==> src/rtl/seq_match_pkg.sv <==
// rtl/seq_match_pkg.sv - shared state type, default pattern and width helpers
package seq_match_pkg;

  typedef enum logic [1:0] {
    IDLE   = 2'd0,
    SHIFT  = 2'd1,
    REPORT = 2'd2
  } state_t;

  localparam int DEF_PLEN = 5;
  localparam logic [DEF_PLEN-1:0] DEF_PAT = 5'b11101;

  // Requester id width; a single requester still gets one bit.
  function automatic int id_width(input int nreq);
    return (nreq <= 1) ? 1 : $clog2(nreq);
  endfunction

  // Match counter width able to hold 0..w.
  function automatic int cnt_width(input int w);
    return $clog2(w + 1);
  endfunction

endpackage

==> src/rtl/seq_match_scheduler_if.sv <==
// rtl/seq_match_scheduler_if.sv - requester and result bundle of the shared matcher
interface seq_match_scheduler_if
  import seq_match_pkg::*;
#(
  parameter int NREQ = 4,
  parameter int W    = 16,
  parameter int IDW  = id_width(NREQ),
  parameter int CNTW = cnt_width(W)
);

  logic [NREQ-1:0]   req;
  logic [NREQ*W-1:0] req_data;
  logic [NREQ-1:0]   gnt;
  logic              busy;
  logic              done;
  logic [IDW-1:0]    done_id;
  logic [CNTW-1:0]   done_count;
  logic              done_hit;

  // Producers drive requests and words, and watch grants and results.
  modport master (
    output req, req_data,
    input  gnt, busy, done, done_id, done_count, done_hit
  );

  // The scheduler consumes requests and publishes grants and results.
  modport slave (
    input  req, req_data,
    output gnt, busy, done, done_id, done_count, done_hit
  );

endinterface

==> src/rtl/seq_match_scheduler_pattern_window.sv <==
// rtl/seq_match_scheduler_pattern_window.sv - serial pattern detector with per-job fill tracking
module pattern_window
  import seq_match_pkg::*;
#(
  parameter int              PLEN = DEF_PLEN,
  parameter logic [PLEN-1:0] PAT  = DEF_PAT
) (
  input  logic clock,
  input  logic reset,
  input  logic clr,
  input  logic en,
  input  logic din,
  output logic hit
);

  localparam int FW = $clog2(PLEN);
  localparam logic [FW-1:0] FULL = FW'(PLEN - 1);

  // Only the last PLEN-1 bits are stored; the incoming bit completes the window.
  logic [PLEN-2:0] hist;
  logic [FW-1:0]   fill;
  logic [PLEN-1:0] window;

  assign window = {hist, din};
  assign hit    = (window == PAT) && (fill == FULL);

  // History shifts on each enabled bit; fill saturates once a full window exists.
  always_ff @(posedge clock) begin
    if (reset || clr) begin
      hist <= '0;
      fill <= '0;
    end else if (en) begin
      hist <= window[PLEN-2:0];
      if (fill != FULL) begin
        fill <= fill + 1'b1;
      end
    end
  end

endmodule

==> src/rtl/seq_match_scheduler.sv <==
// rtl/seq_match_scheduler.sv - round-robin sharing of one serial pattern matcher
module seq_match_scheduler
  import seq_match_pkg::*;
#(
  parameter int              NREQ = 4,
  parameter int              W    = 16,
  parameter int              PLEN = DEF_PLEN,
  parameter logic [PLEN-1:0] PAT  = DEF_PAT,
  parameter int              IDW  = id_width(NREQ),
  parameter int              CNTW = cnt_width(W)
) (
  input logic            clock,
  input logic            reset,
  seq_match_scheduler_if.slave bus
);

  state_t          state;
  state_t          state_next;
  logic [IDW-1:0]  ptr;
  logic [IDW-1:0]  pick_id;
  logic            pick_valid;
  logic [IDW-1:0]  scan_id;
  int              scan;
  logic [IDW-1:0]  job_id;
  logic [W-1:0]    shreg;
  logic [CNTW-1:0] bit_cnt;
  logic [CNTW-1:0] match_cnt;
  logic            last_bit;
  logic            win_clr;
  logic            win_en;
  logic            win_din;
  logic            win_hit;

  assign last_bit = (bit_cnt == CNTW'(W - 1));
  assign bus.busy = (state != IDLE);

  // Round-robin pick: first asserted request at or above the pointer, wrapping.
  always_comb begin
    pick_valid = 1'b0;
    pick_id    = '0;
    scan       = 0;
    scan_id    = '0;
    for (int k = NREQ - 1; k >= 0; k--) begin
      scan = int'(ptr) + k;
      if (scan >= NREQ) begin
        scan = scan - NREQ;
      end
      scan_id = IDW'(scan);
      if (bus.req[scan_id]) begin
        pick_valid = 1'b1;
        pick_id    = scan_id;
      end
    end
  end

  // Next-state logic and matcher controls.
  always_comb begin
    state_next = state;
    win_clr    = 1'b0;
    win_en     = 1'b0;
    win_din    = shreg[W-1];
    case (state)
      IDLE: begin
        if (pick_valid) begin
          state_next = SHIFT;
          win_clr    = 1'b1;
        end
      end
      SHIFT: begin
        win_en = 1'b1;
        if (last_bit) begin
          state_next = REPORT;
        end
      end
      REPORT: begin
        state_next = IDLE;
      end
      default: begin
        state_next = IDLE;
      end
    endcase
  end

  // State register.
  always_ff @(posedge clock) begin
    if (reset) begin
      state <= IDLE;
    end else begin
      state <= state_next;
    end
  end

  // Job datapath: capture on grant, shift MSB-first, publish results on the last bit.
  always_ff @(posedge clock) begin
    if (reset) begin
      ptr            <= '0;
      job_id         <= '0;
      shreg          <= '0;
      bit_cnt        <= '0;
      match_cnt      <= '0;
      bus.gnt        <= '0;
      bus.done       <= 1'b0;
      bus.done_id    <= '0;
      bus.done_count <= '0;
      bus.done_hit   <= 1'b0;
    end else begin
      bus.gnt        <= '0;
      bus.done       <= 1'b0;
      bus.done_id    <= '0;
      bus.done_count <= '0;
      bus.done_hit   <= 1'b0;
      case (state)
        IDLE: begin
          if (pick_valid) begin
            shreg     <= bus.req_data[int'(pick_id)*W +: W];
            job_id    <= pick_id;
            bit_cnt   <= '0;
            match_cnt <= '0;
            bus.gnt   <= NREQ'(1) << pick_id;
            ptr       <= (pick_id == IDW'(NREQ - 1)) ? '0 : pick_id + 1'b1;
          end
        end
        SHIFT: begin
          shreg   <= shreg << 1;
          bit_cnt <= bit_cnt + 1'b1;
          if (win_hit) begin
            match_cnt <= match_cnt + 1'b1;
          end
          if (last_bit) begin
            bus.done       <= 1'b1;
            bus.done_id    <= job_id;
            bus.done_count <= match_cnt + CNTW'(win_hit);
            bus.done_hit   <= (match_cnt != '0) || win_hit;
          end
        end
        default: begin
        end
      endcase
    end
  end

  pattern_window #(
    .PLEN (PLEN),
    .PAT  (PAT)
  ) u_window (
    .clock (clock),
    .reset (reset),
    .clr   (win_clr),
    .en    (win_en),
    .din   (win_din),
    .hit   (win_hit)
  );

endmodule

==> src/flat_wrapper.sv <==
// flat-port wrapper written by rule: the top's interface ports become plain ports
module seq_match_scheduler_flat import seq_match_pkg::*;
#(
  parameter int              NREQ = 4,
  parameter int              W    = 16,
  parameter int              PLEN = DEF_PLEN,
  parameter logic [PLEN-1:0] PAT  = DEF_PAT,
  parameter int              IDW  = id_width(NREQ),
  parameter int              CNTW = cnt_width(W)
)
  (clock, reset, bus_req, bus_req_data, bus_gnt, bus_busy, bus_done, bus_done_id, bus_done_count, bus_done_hit);
  seq_match_scheduler_if #(.NREQ(NREQ), .W(W), .IDW(IDW), .CNTW(CNTW)) bus_i ();
  input logic clock;
  input logic reset;
  input wire logic [$bits(bus_i.req)-1:0] bus_req;
  input wire logic [$bits(bus_i.req_data)-1:0] bus_req_data;
  output wire logic [$bits(bus_i.gnt)-1:0] bus_gnt;
  output wire logic [$bits(bus_i.busy)-1:0] bus_busy;
  output wire logic [$bits(bus_i.done)-1:0] bus_done;
  output wire logic [$bits(bus_i.done_id)-1:0] bus_done_id;
  output wire logic [$bits(bus_i.done_count)-1:0] bus_done_count;
  output wire logic [$bits(bus_i.done_hit)-1:0] bus_done_hit;
  assign bus_i.req = bus_req;
  assign bus_i.req_data = bus_req_data;
  assign bus_gnt = bus_i.gnt;
  assign bus_busy = bus_i.busy;
  assign bus_done = bus_i.done;
  assign bus_done_id = bus_i.done_id;
  assign bus_done_count = bus_i.done_count;
  assign bus_done_hit = bus_i.done_hit;
  seq_match_scheduler #(.NREQ(NREQ), .W(W), .PLEN(PLEN), .PAT(PAT), .IDW(IDW), .CNTW(CNTW)) u_core (.clock(clock), .reset(reset), .bus(bus_i));
endmodule
==> config.mk <==
export PLATFORM = sky130hd
export DESIGN_NAME = seq_match_scheduler_flat
export DESIGN_NICKNAME = d
export VERILOG_FILES = /design/src/rtl/seq_match_pkg.sv /design/src/rtl/seq_match_scheduler_if.sv /design/src/rtl/seq_match_scheduler_pattern_window.sv /design/src/rtl/seq_match_scheduler.sv /design/src/flat_wrapper.sv
export SDC_FILE = /design/constraint.sdc
export NUM_CORES = 1
export LEC_CHECK = 0
export BUFFER_PORTS_ARGS = -buffer_cell sky130_fd_sc_hd__buf_2
export CORE_MARGIN = 1
export CORE_UTILIZATION = 30
export CTS_CLUSTER_SIZE = 20
export DETAILED_ROUTE_END_ITERATION = 12
export GPL_ROUTABILITY_DRIVEN = 0
export SYNTH_ARGS = -nofsm -noshare
export SYNTH_HDL_FRONTEND = slang
export SYNTH_SLANG_ARGS = --single-unit
==> constraint.sdc <==
create_clock -name clock -period 1.6 [get_ports clock]
set_input_delay 0.16 -clock clock [delete_from_list [all_inputs] [get_ports clock]]
set_output_delay 0.16 -clock clock [all_outputs]
set_load 0.02 [all_outputs]
==> results.md, run 1 <==
* Fin. Hold Viols at 0
* Top cell type's share of synthesized area at 40.0%
* CP required at 1.85 ns
* Seq pwr share at 47.8%
* Synth Register Bits at 52
* FP Rows at 33
* P_sw at 0.870 mW
* Yosys warns at 0
* Critical Path Fanout Max at 2
* Final Max Tran Viols at 0
* Max Cap Viol at 0
* Hold Crit Class: in2reg
* Residual DRC at 0
* Iter 0 DRT Violations at 81
* Worst slew pin tran at 0.293 ns
* Violated checks: negative setup slack
* Cts-stage hold buffer count at 0
* Post-synth cell types at 42
* Kind of start point of the critical path: flip-flop
* Die area at 9040 µm²
* Period Utilization, post-route at 103%
* Post-DP HPWL at 4430 µm
* Initial antenna violation count at 0
* Logic pwr share at 27.4%
* Port bufs at 83
* RSZ-0062 raised after global routing: yes
* Core Footprint at 8300 µm²
* Post-synth design cell area at 2600 µm²
* Nature of the critical path endpoint: flip-flop
* CTS tree: yes
* Worst Skew at 0.0133 ns
* Clk buf depth at 2
* Reg2reg setup slack at -0.04 ns
* Switch share at 28.8%
* Num CTS Buffers at 5
* GRT Overall Usage at 13.0%
* Drt wl/cell at 12.9 µm
* CTS sink cnt at 52
* Sequential share of the synthesized area at 40.0%
* Global-route wire length before repair at 9330 µm
* Commonest non-fill, non-tap cell in the layout: buf_2
* Post-Syn Instances at 280
* Initial Utilization at 31.3%
* Vias at 2406
* Clock power share at 24.8%
* Leak pwr at 1.58 nW
* Mean Syn Cell Area at 9.29 µm²
* Die width at 95.1 µm
* Die Y at 95.1 µm
* Internal power at 2.15 mW
* # IOs at 84
* Post-Synthesis Net Count at 358
* Antenna-violating nets left at 0
* CTS H-tree lvls at 2
* Fin crit period at 1.64 ns
* Relative slew slack at 80.3%
* Outcome: complete, but fails checks
* Grt total ovfl at 0
* Avg Vias per Cell at 4.86
* Vias in the first global route at 2118
* Filler instances at 796
* Fin worst setup slack at -0.0404 ns
* Area added between synthesis and finish at 40.3%
* Power per Cell Area at 828 nW/µm²
* Most frequent cells in the layout: buf_2 (83), dfxtp_1 (48), mux2i_1 (25), buf_4 (25), nor2_1 (24)
* Reg clk slew, reported paths at 0.10 ns
* Critical path class: reg2reg
* Antenna Diode Count at 0
* Clock Latency Late Sink at 0.31 ns
* Setup violations, final at 3
* Footprint of the multi-input gates at 1500 µm²
* Root Driver: clkbuf_8
* Largest net degree at the start of global routing at 38
* WP data arrival at 1.89 ns
* Achievable Freq at 0.610 GHz
* First drt pass iteration count at 4
* Peak VDD IR at 0.401 mV
* Synth area leaders: dfxtp_1 (40%), mux2i_1 (12%), o221ai_1 (5.4%), a22oi_1 (4.6%), ha_1 (3.8%)
* Area leader, netlist: dfxtp_1
* Setup TNS at -0.0896 ns
* Drt total wl at 6400 µm
* Share of cells above drive strength 1 at 43.1%
* NumNets Final at 467
* Register area at 1050 µm²
* Core Util, Final at 44.0%
worst max-delay path, cell delays in order, from the launching register on:
cell	delay, ns
dfxtp_2	0.33
inv_2	0.06
ha_4	0.12
nand4_1	0.16
nor3_2	0.22
ha_2	0.26
ha_4	0.13
nand3_2	0.07
xor2_1	0.15
nor2_1	0.08
worst paths after layout:
kind | from | to | depth (start not counted)
setup / recovery | u_core.u_window.fill[0] | u_core.bus.done_count[4] | 9
hold / removal | bus_req_data[10] | u_core.shreg[10] | 3
setup reg to reg | u_core.u_window.fill[0] | u_core.bus.done_count[4] | 9
hold reg to reg | u_core.job_id[0] | u_core.job_id[0] | 2
power by group through the flow:
stage,logic [mW],clock network (mW),registers (mW)
3_5_place_dp,0.648,0,1.47
3_3_place_gp,0.638,0,1.47
6_report,0.827,0.750,1.44
2_1_floorplan,0.410,0,1.47
4_1_cts,0.653,0.770,1.44
5_1_grt,0.890,0.830,1.46
synthesized netlist by cell type (all sizes together):
master and number:
dfxtp 52, mux2i 32, nor2 24, nand2 20, a21oi 17, a22oi 16
o221ai 16, or2 16, buf 14, inv 12, ha 8, nand2b 6
and2 5, nand3 5, xor2 5, clkbuf 4, nor3 3, xnor2 3
a211oi 2, nand3b 2, nand4 2, nor4 2, o2111ai 2, o21ai 2
a21o 1, and3 1, and4b 1, nor2b 1, o21bai 1, o22a 1
o22ai 1, or2b 1, or3 1, or4 1
per-layer routing:
layer / GRT usage [%] / part of all wire (%) / routed length, µm / up-vias
li1: - / - / - / 1216
met1: 17.1 / 49 / 3140 / 1127
met2: 21.3 / 46 / 2970 / 56
met3: 2.63 / 3.4 / 217 / 7
met4: 4.17 / 1.1 / 73 / 0
met5: 0 / 0 / 0 / -
cell families (layout without fill, tap and decap cells):
group	Yosys count	count (layout)	share of synthesized area (%)
AND/OR/NAND/NOR	91	91	18.5
AO/OA/AOI/OAI	59	59	16.6
flip-flops	52	52	40.0
multiplexers	32	32	12.3
buffers and inverters	30	140	6.01
adder cells (fa/ha/maj)	8	8	3.85
XOR/XNOR	8	8	2.70
stage by stage:
step	std cells	total power [mW]	setup slack (ns)	instance area, µm²	hold WS (ns)
2_1_floorplan	280	1.88	0.0186	2640	0.360
3_3_place_gp	475	2.11	-0.0638	3330	0.441
3_5_place_dp	475	2.12	-0.0951	3330	0.444
4_1_cts	486	2.86	-0.0881	3440	0.160
5_1_grt	495	3.18	-0.166	3650	0.153
6_report	495	3.02	-0.0404	3650	0.155
flip-flops by register name, indices dropped and copies added, names as in the netlist, 3 cells and up:
register	cells
u_core.u_window.fill	3
u_core.shreg	16
u_core.u_window.hist	4
u_core.bus.gnt	4
u_core.bus.done_count	5
u_core.bit_cnt	5
u_core.match_cnt	5
layout make-up:
type | count | share of cell area, %
clock buffers | 5 | 1.89
clock inverters | 3 | 0.514
inverters | 12 | 1.23
multi-input cells | 198 | 41.2
flip-flops and latches | 52 | 28.7
well taps | 105 | 3.60
repair buffers | 120 | 22.9
repair_timing:
| action | 4_1_cts | 5_1_grt |
|---|---|---|
| cloned | 0 | 6 |
| endpoints found under the hold margin | 0 | 0 |
| setup buffers | 3 | 3 |
| gates resized for setup | 3 | 16 |
| setup endpoints to repair | 1 | 23 |
| pin swaps | 5 | 10 |
Note: power is estimated with default switching activity, not from simulation.
==> inputs of run 2 (changes only) <==
- SETUP_SLACK_MARGIN: unset -> 0.15
==> run 2 against run 1 <==
Net effect:
- the flow still finishes with violations (negative setup slack)
- register-to-register slack gained 0.02 ns
- sequential share of layout area shrank 0.62 points
- clock skew shrank 0.0038 ns
- setup slack gained 0.022 ns
- global-route usage shrank 0.13 points
- routed wire length shrank 3.1%
- power grew 2.1%
- clock-buffer cell count is the same
- sequential cell count is the same
- die area is the same
- non-clock buffer count shrank 1
- combinational power grew 5.1%
- largest power group unchanged
==> results.md, run 2 (synthesized netlist as in run 1, its figures left out) <==
* Outcome: complete, but fails checks (unchanged)
* Violated checks: negative setup slack (unchanged)
* Setup violations, final at 1 (was 3)
* Residual DRC at 0 (unchanged)
* Final Max Tran Viols at 0 (unchanged)
* Clk buf depth at 2 (unchanged)
* Die Y at 95.1 µm (unchanged)
* Metal3 WL at 263 µm (was 217 µm)
* Seq pwr share at 47.0% (was 47.8%)
* DR WL met2 at 2930 µm (was 2970 µm)
* Achievable Freq at 0.618 GHz (was 0.610 GHz)
* Relative slew slack at 76.6% (was 80.3%)
* Worst Skew at 0.00948 ns (was 0.0133 ns)
* CTS tree: yes (unchanged)
* Leak pwr at 1.59 nW (was 1.58 nW)
* Largest Register: u_core.shreg (unchanged)
* Period Utilization, post-route at 101% (was 103%)
* Die width at 95.1 µm (unchanged)
* Max Cap Viol at 0 (unchanged)
* Commonest non-fill, non-tap cell in the layout: buf_2 (unchanged)
* Die area at 9040 µm² (unchanged)
* Non-filler cells, final at 494 (was 495)
* CP required at 1.85 ns (about the same)
* Num CTS Buffers at 5 (unchanged)
* Drt wl/cell at 12.6 µm (was 12.9 µm)
* Crit-path leading delay family: adder cells (was simple AND/OR/NAND/NOR gates)
* Fin worst setup slack at -0.0186 ns (was -0.0404 ns)
* FP Rows at 33 (unchanged)
* Hold Crit Class: in2reg (unchanged)
* P_sw at 0.888 mW (was 0.870 mW)
* Antenna Diode Count at 0 (unchanged)
* Highest-delay cell along the critical path: dfxtp_2 (unchanged)
* Antenna-violating nets left at 0 (unchanged)
* DR top layer: met4 (unchanged)
* Power per Cell Area at 825 nW/µm² (was 828 nW/µm²)
* Most frequent cells in the layout: buf_2 (83), dfxtp_1 (46), mux2i_1 (25) (was buf_2 (83), dfxtp_1 (48), mux2i_1 (25), buf_4 (25), nor2_1 (24))
* Kind of start point of the critical path: flip-flop (unchanged)
* Critical path class: reg2reg (unchanged)
* CTS H-tree lvls at 2 (unchanged)
* Post-Place Cells at 474 (was 475)
* Internal power at 2.20 mW (was 2.15 mW)
* Core Footprint at 8300 µm² (unchanged)
* # IOs at 84 (unchanged)
* Initial Utilization at 31.3% (unchanged)
* Peak VDD IR at 0.375 mV (was 0.401 mV)
* Area added between synthesis and finish at 43.8% (was 40.3%)
* Logic pwr share at 28.2% (was 27.4%)
* Initial antenna violation count at 0 (unchanged)
* Post-DP HPWL at 4270 µm (was 4430 µm)
* Reg2reg setup slack at -0.02 ns (was -0.04 ns)
* RSZ-0062 raised after global routing: yes (unchanged)
* Global-route wire length before repair at 9360 µm (was 9330 µm)
* Buf/Inv on CP at 1 (unchanged)
* WP data arrival at 1.87 ns (was 1.89 ns)
* Metal-1 WL at 2960 µm (was 3140 µm)
* Largest net degree at the start of global routing at 19 (was 38)
* Worst slew pin tran at 0.350 ns (was 0.293 ns)
* GRT Overall Usage at 12.9% (was 13.0%)
* Fin crit period at 1.62 ns (was 1.64 ns)
* Setup TNS at -0.0186 ns (was -0.0896 ns)
* Nature of the critical path endpoint: flip-flop (unchanged)
* Share of cells above drive strength 1 at 46.8% (was 43.1%)
* Crit path cell chain: inv_2 > ha_4 > nand4_1 > nor3_2 > ha_2 > ha_4 > nand3_2 > xor2_1 > nor2_1 (unchanged)
* Critical Path Most Common Cell: ha_4 (unchanged)
* Avg Vias per Cell at 4.82 (was 4.86)
* Vias at 2383 (was 2406)
* Root Driver: clkbuf_8 (unchanged)
* Critical Path Fanout Max at 2 (unchanged)
* NumNets Final at 466 (was 467)
* Clock power share at 24.8% (about the same)
* First drt pass iteration count at 4 (unchanged)
* Clock Latency Late Sink at 0.30 ns (was 0.31 ns)
* Delay of the slowest critical-path stage at 0.33 ns (about the same)
* Drt total wl at 6200 µm (was 6400 µm)
* Switch share at 28.8% (about the same)
* Max FFs per register at 16 (unchanged)
* Port bufs at 83 (unchanged)
* Iter 0 DRT Violations at 70 (was 81)
* Vias in the first global route at 2130 (was 2118)
* Grt total ovfl at 0 (unchanged)
* CTS sink cnt at 52 (unchanged)
* Reg clk slew, reported paths at 0.10 ns (about the same)
* Fin. Hold Viols at 0 (unchanged)
-- run 2: layout make-up --
cell class | count | area, µm²
well taps | 105 | 131
inverters | 12 | 45.0
repair buffers | 119 | 832
clock buffers | 5 | 68.8
multi-input cells | 198 | 1590
fillers | 811 | 4560
clock inverters | 3 | 22.5
flip-flops and latches | 52 | 1050
-- run 2: worst paths after layout --
path | startpoint | to | depth (start not counted)
worst max-delay path | u_core.u_window.fill[0] | u_core.bus.done_count[4] | 9
worst min-delay path | bus_req_data[5] | u_core.shreg[5] | 3
worst max register to register | u_core.u_window.fill[0] | u_core.bus.done_count[4] | 9
worst min register to register | u_core.job_id[0] | u_core.job_id[0] | 2
-- run 2: routing by layer --
layer  track usage, %  vias to the layer above
li1                 -                     1221
met1             17.8                     1097
met2             20.7                       61
met3             2.15                        4
met4             3.41                        0
met5                0                        -
-- run 2: worst min-delay path: stages --
cell and delay, ns:
buf_2 0.07, mux2i_1 0.05, o221ai_1 0.13
-- run 2: what timing repair did --
action                                  CTS  global route
cloned                                    1             4
buffers inserted                          4             3
pin swaps                                 8            19
gates resized for setup                   8            26
endpoints found under the setup margin   26            35
hold buffers                              0             0
endpoints found under the hold margin     0             0
-- run 2: power groups by stage --
stage / clock network (mW) / logic, mW / registers (mW)
2_1_floorplan: 0 / 0.444 / 1.47
3_3_place_gp: 0 / 0.628 / 1.47
3_5_place_dp: 0 / 0.636 / 1.47
4_1_cts: 0.799 / 0.674 / 1.44
5_1_grt: 0.842 / 0.940 / 1.46
6_report: 0.764 / 0.869 / 1.45
-- run 2: through the flow --
stage | cell area (µm²) | worst slack, ns | power (mW) | util, % | hold WS, ns
floorplan | 2700 | 0.0463 | 1.91 | - | 0.360
global placement | 3330 | -0.0369 | 2.10 | 40.1 | 0.438
detailed placement | 3330 | -0.0744 | 2.11 | 40.1 | 0.434
finish | 3740 | -0.0186 | 3.08 | 45.0 | 0.147
global route | 3740 | -0.168 | 3.24 | 45.0 | 0.144
CTS | 3510 | -0.000690 | 2.92 | 42.3 | 0.158
==> inputs of run 3 (changes only) <==
- GPL_TIMING_DRIVEN: unset -> 0
==> run 3 against run 2 <==
Net effect:
- setup slack got worse by 0.011 ns
- combinational power rose by 5.5%
- the flow still finishes with violations (negative setup slack)
- routed wire length grew 4.1%
- critical path type unchanged
- critical endpoint is now u_core.shreg[6]
- clock skew grew 0.0073 ns
==> results.md, run 3 (synthesized netlist as in run 1, its figures left out) <==
* CTS tree: yes (unchanged)
* Most frequent cells in the layout: buf_2 (85), dfxtp_1 (45), mux2i_1 (31) (was buf_2 (83), dfxtp_1 (46), mux2i_1 (25))
* Vias at 2450 (was 2383)
* Max Cap Viol at 0 (unchanged)
* # IOs at 84 (unchanged)
* Num CTS Buffers at 5 (unchanged)
* Violated checks: negative setup slack (unchanged)
* Reg clk slew, reported paths at 0.10 ns (about the same)
* Setup violations, final at 3 (was 1)
* Outcome: complete, but fails checks (unchanged)
* Hold Crit Class: in2reg (unchanged)
* Fin crit period at 1.63 ns (was 1.62 ns)
* Largest Register: u_core.shreg (unchanged)
* Setup TNS at -0.0692 ns (was -0.0186 ns)
* Final Max Tran Viols at 0 (unchanged)
* Global-route wire length before repair at 10100 µm (was 9360 µm)
* First drt pass iteration count at 4 (unchanged)
* Die area at 9040 µm² (unchanged)
* Largest net degree at the start of global routing at 18 (was 19)
* Port bufs at 83 (unchanged)
* Max FFs per register at 16 (unchanged)
* GRT Overall Usage at 14.1% (was 12.9%)
* Residual DRC at 0 (unchanged)
* WP data arrival at 1.81 ns (was 1.87 ns)
* Post-Place Cells at 468 (was 474)
* Placed instance area at 3240 µm² (was 3330 µm²)
* Power per Cell Area at 868 nW/µm² (was 825 nW/µm²)
* Die Y at 95.1 µm (unchanged)
* RSZ-0062 raised after global routing: yes (unchanged)
* Worst Skew at 0.0168 ns (was 0.00948 ns)
* Non-filler cells, final at 502 (was 494)
* Root Driver: clkbuf_8 (unchanged)
* Critical Path Fanout Max at 6 (was 2)
* Design Area, Final at 3800 µm² (was 3740 µm²)
* Vias in the first global route at 2200 (was 2130)
* Commonest non-fill, non-tap cell in the layout: buf_2 (unchanged)
* Antenna-violating nets left at 0 (unchanged)
* Period Utilization, post-route at 102% (was 101%)
* Core Footprint at 8300 µm² (unchanged)
* Leak pwr at 1.63 nW (was 1.59 nW)
* Clock Latency Late Sink at 0.31 ns (was 0.30 ns)
* Critical path class: reg2reg (unchanged)
* Avg Vias per Cell at 4.88 (was 4.82)
* Core Util, Final at 45.8% (was 45.0%)
* Relative slew slack at 73.7% (was 76.6%)
* Initial antenna violation count at 0 (unchanged)
* Achievable Freq at 0.613 GHz (was 0.618 GHz)
* Nature of the critical path endpoint: flip-flop (unchanged)
* Antenna Diode Count at 0 (unchanged)
* FP Rows at 33 (unchanged)
* Fin worst setup slack at -0.0301 ns (was -0.0186 ns)
* CTS sink cnt at 52 (unchanged)
* Initial Utilization at 31.3% (unchanged)
* Post-DP HPWL at 4600 µm (was 4270 µm)
* NumNets Final at 474 (was 466)
* Worst slew pin tran at 0.394 ns (was 0.350 ns)
* Area added between synthesis and finish at 46.1% (was 43.8%)
* Kind of start point of the critical path: flip-flop (unchanged)
* Iter 0 DRT Violations at 89 (was 70)
* Die width at 95.1 µm (unchanged)
* CTS H-tree lvls at 2 (unchanged)
* Grt total ovfl at 0 (unchanged)
* Drt total wl at 6460 µm (was 6200 µm)
* Peak VDD IR at 0.572 mV (was 0.375 mV)
* Drt wl/cell at 12.9 µm (was 12.6 µm)
* Cts-stage hold buffer count at 0 (unchanged)
* Clk buf depth at 2 (unchanged)
* Fin. Hold Viols at 0 (unchanged)
* Share of cells above drive strength 1 at 46.3% (was 46.8%)
* CP required at 1.78 ns (was 1.85 ns)
## run 3: worst max-delay path: stages, from the launching register on
cell and delay, ns:
dfxtp_4 0.36, a21o_1 0.16, a21oi_2 0.11, o22a_2 0.16
buf_12 0.14, buf_12 0.11, buf_12 0.10, mux2i_2 0.20
o221ai_1 0.16
## run 3: layer usage
metal / up-vias / GRT usage [%] / share of wire [%] / wire length, µm
met2: 52 / 23.3 / 49 / 3150
met4: 0 / 3.66 / 0.76 / 49
met1: 1159 / 19.1 / 47 / 3060
met3: 4 / 2.39 / 3.0 / 197
met5: - / 0 / 0 / 0
li1: 1235 / - / - / -
## run 3: report_power, final
group	switching [mW]	internal (mW)	total, mW
clock network	0.459	0.472	0.931
logic	0.384	0.533	0.917
registers	0.0600	1.39	1.45
total	0.903	2.40	3.30
## run 3: layout make-up
class,instances,area [µm²]
Fill cell,789,4500
Multi-Input combinational cell,198,1550
Sequential cell,52,1050
Timing Repair Buffer,109,714
Buffer,18,193
Tap cell,105,131
Clock buffer,5,68.8
Clock inverter,3,46.3
Inverter,12,45.0
## run 3: repair_timing
action	in CTS	in global routing
gates resized for setup	31	19
setup buffers	16	8
pin swaps	24	12
cloned	2	0
setup endpoints to repair	44	43
endpoints found under the hold margin	0	0
## run 3: path summary, 6_finish.rpt
path	from	endpoint	cells after the start	slack [ns]
hold reg to reg	u_core.job_id[1]	u_core.job_id[1]	2	0.46
setup reg to reg	u_core.ptr[1]	u_core.shreg[6]	8	-0.03
hold / removal	bus_req_data[2]	u_core.shreg[2]	3	0.14
setup / recovery	u_core.ptr[1]	u_core.shreg[6]	8	-0.03
## run 3: metrics by stage
| stage | power [mW] | setup WS [ns] | hold slack (ns) |
|---|---|---|---|
| final | 3.30 | -0.0301 | 0.144 |
| after global routing | 3.45 | -0.135 | 0.164 |
| after CTS | 3.26 | -0.105 | 0.147 |
| after detailed placement | 2.11 | -0.178 | 0.449 |
| after global placement | 2.10 | -0.172 | 0.443 |
| after floorplan | 1.91 | 0.0463 | 0.360 |
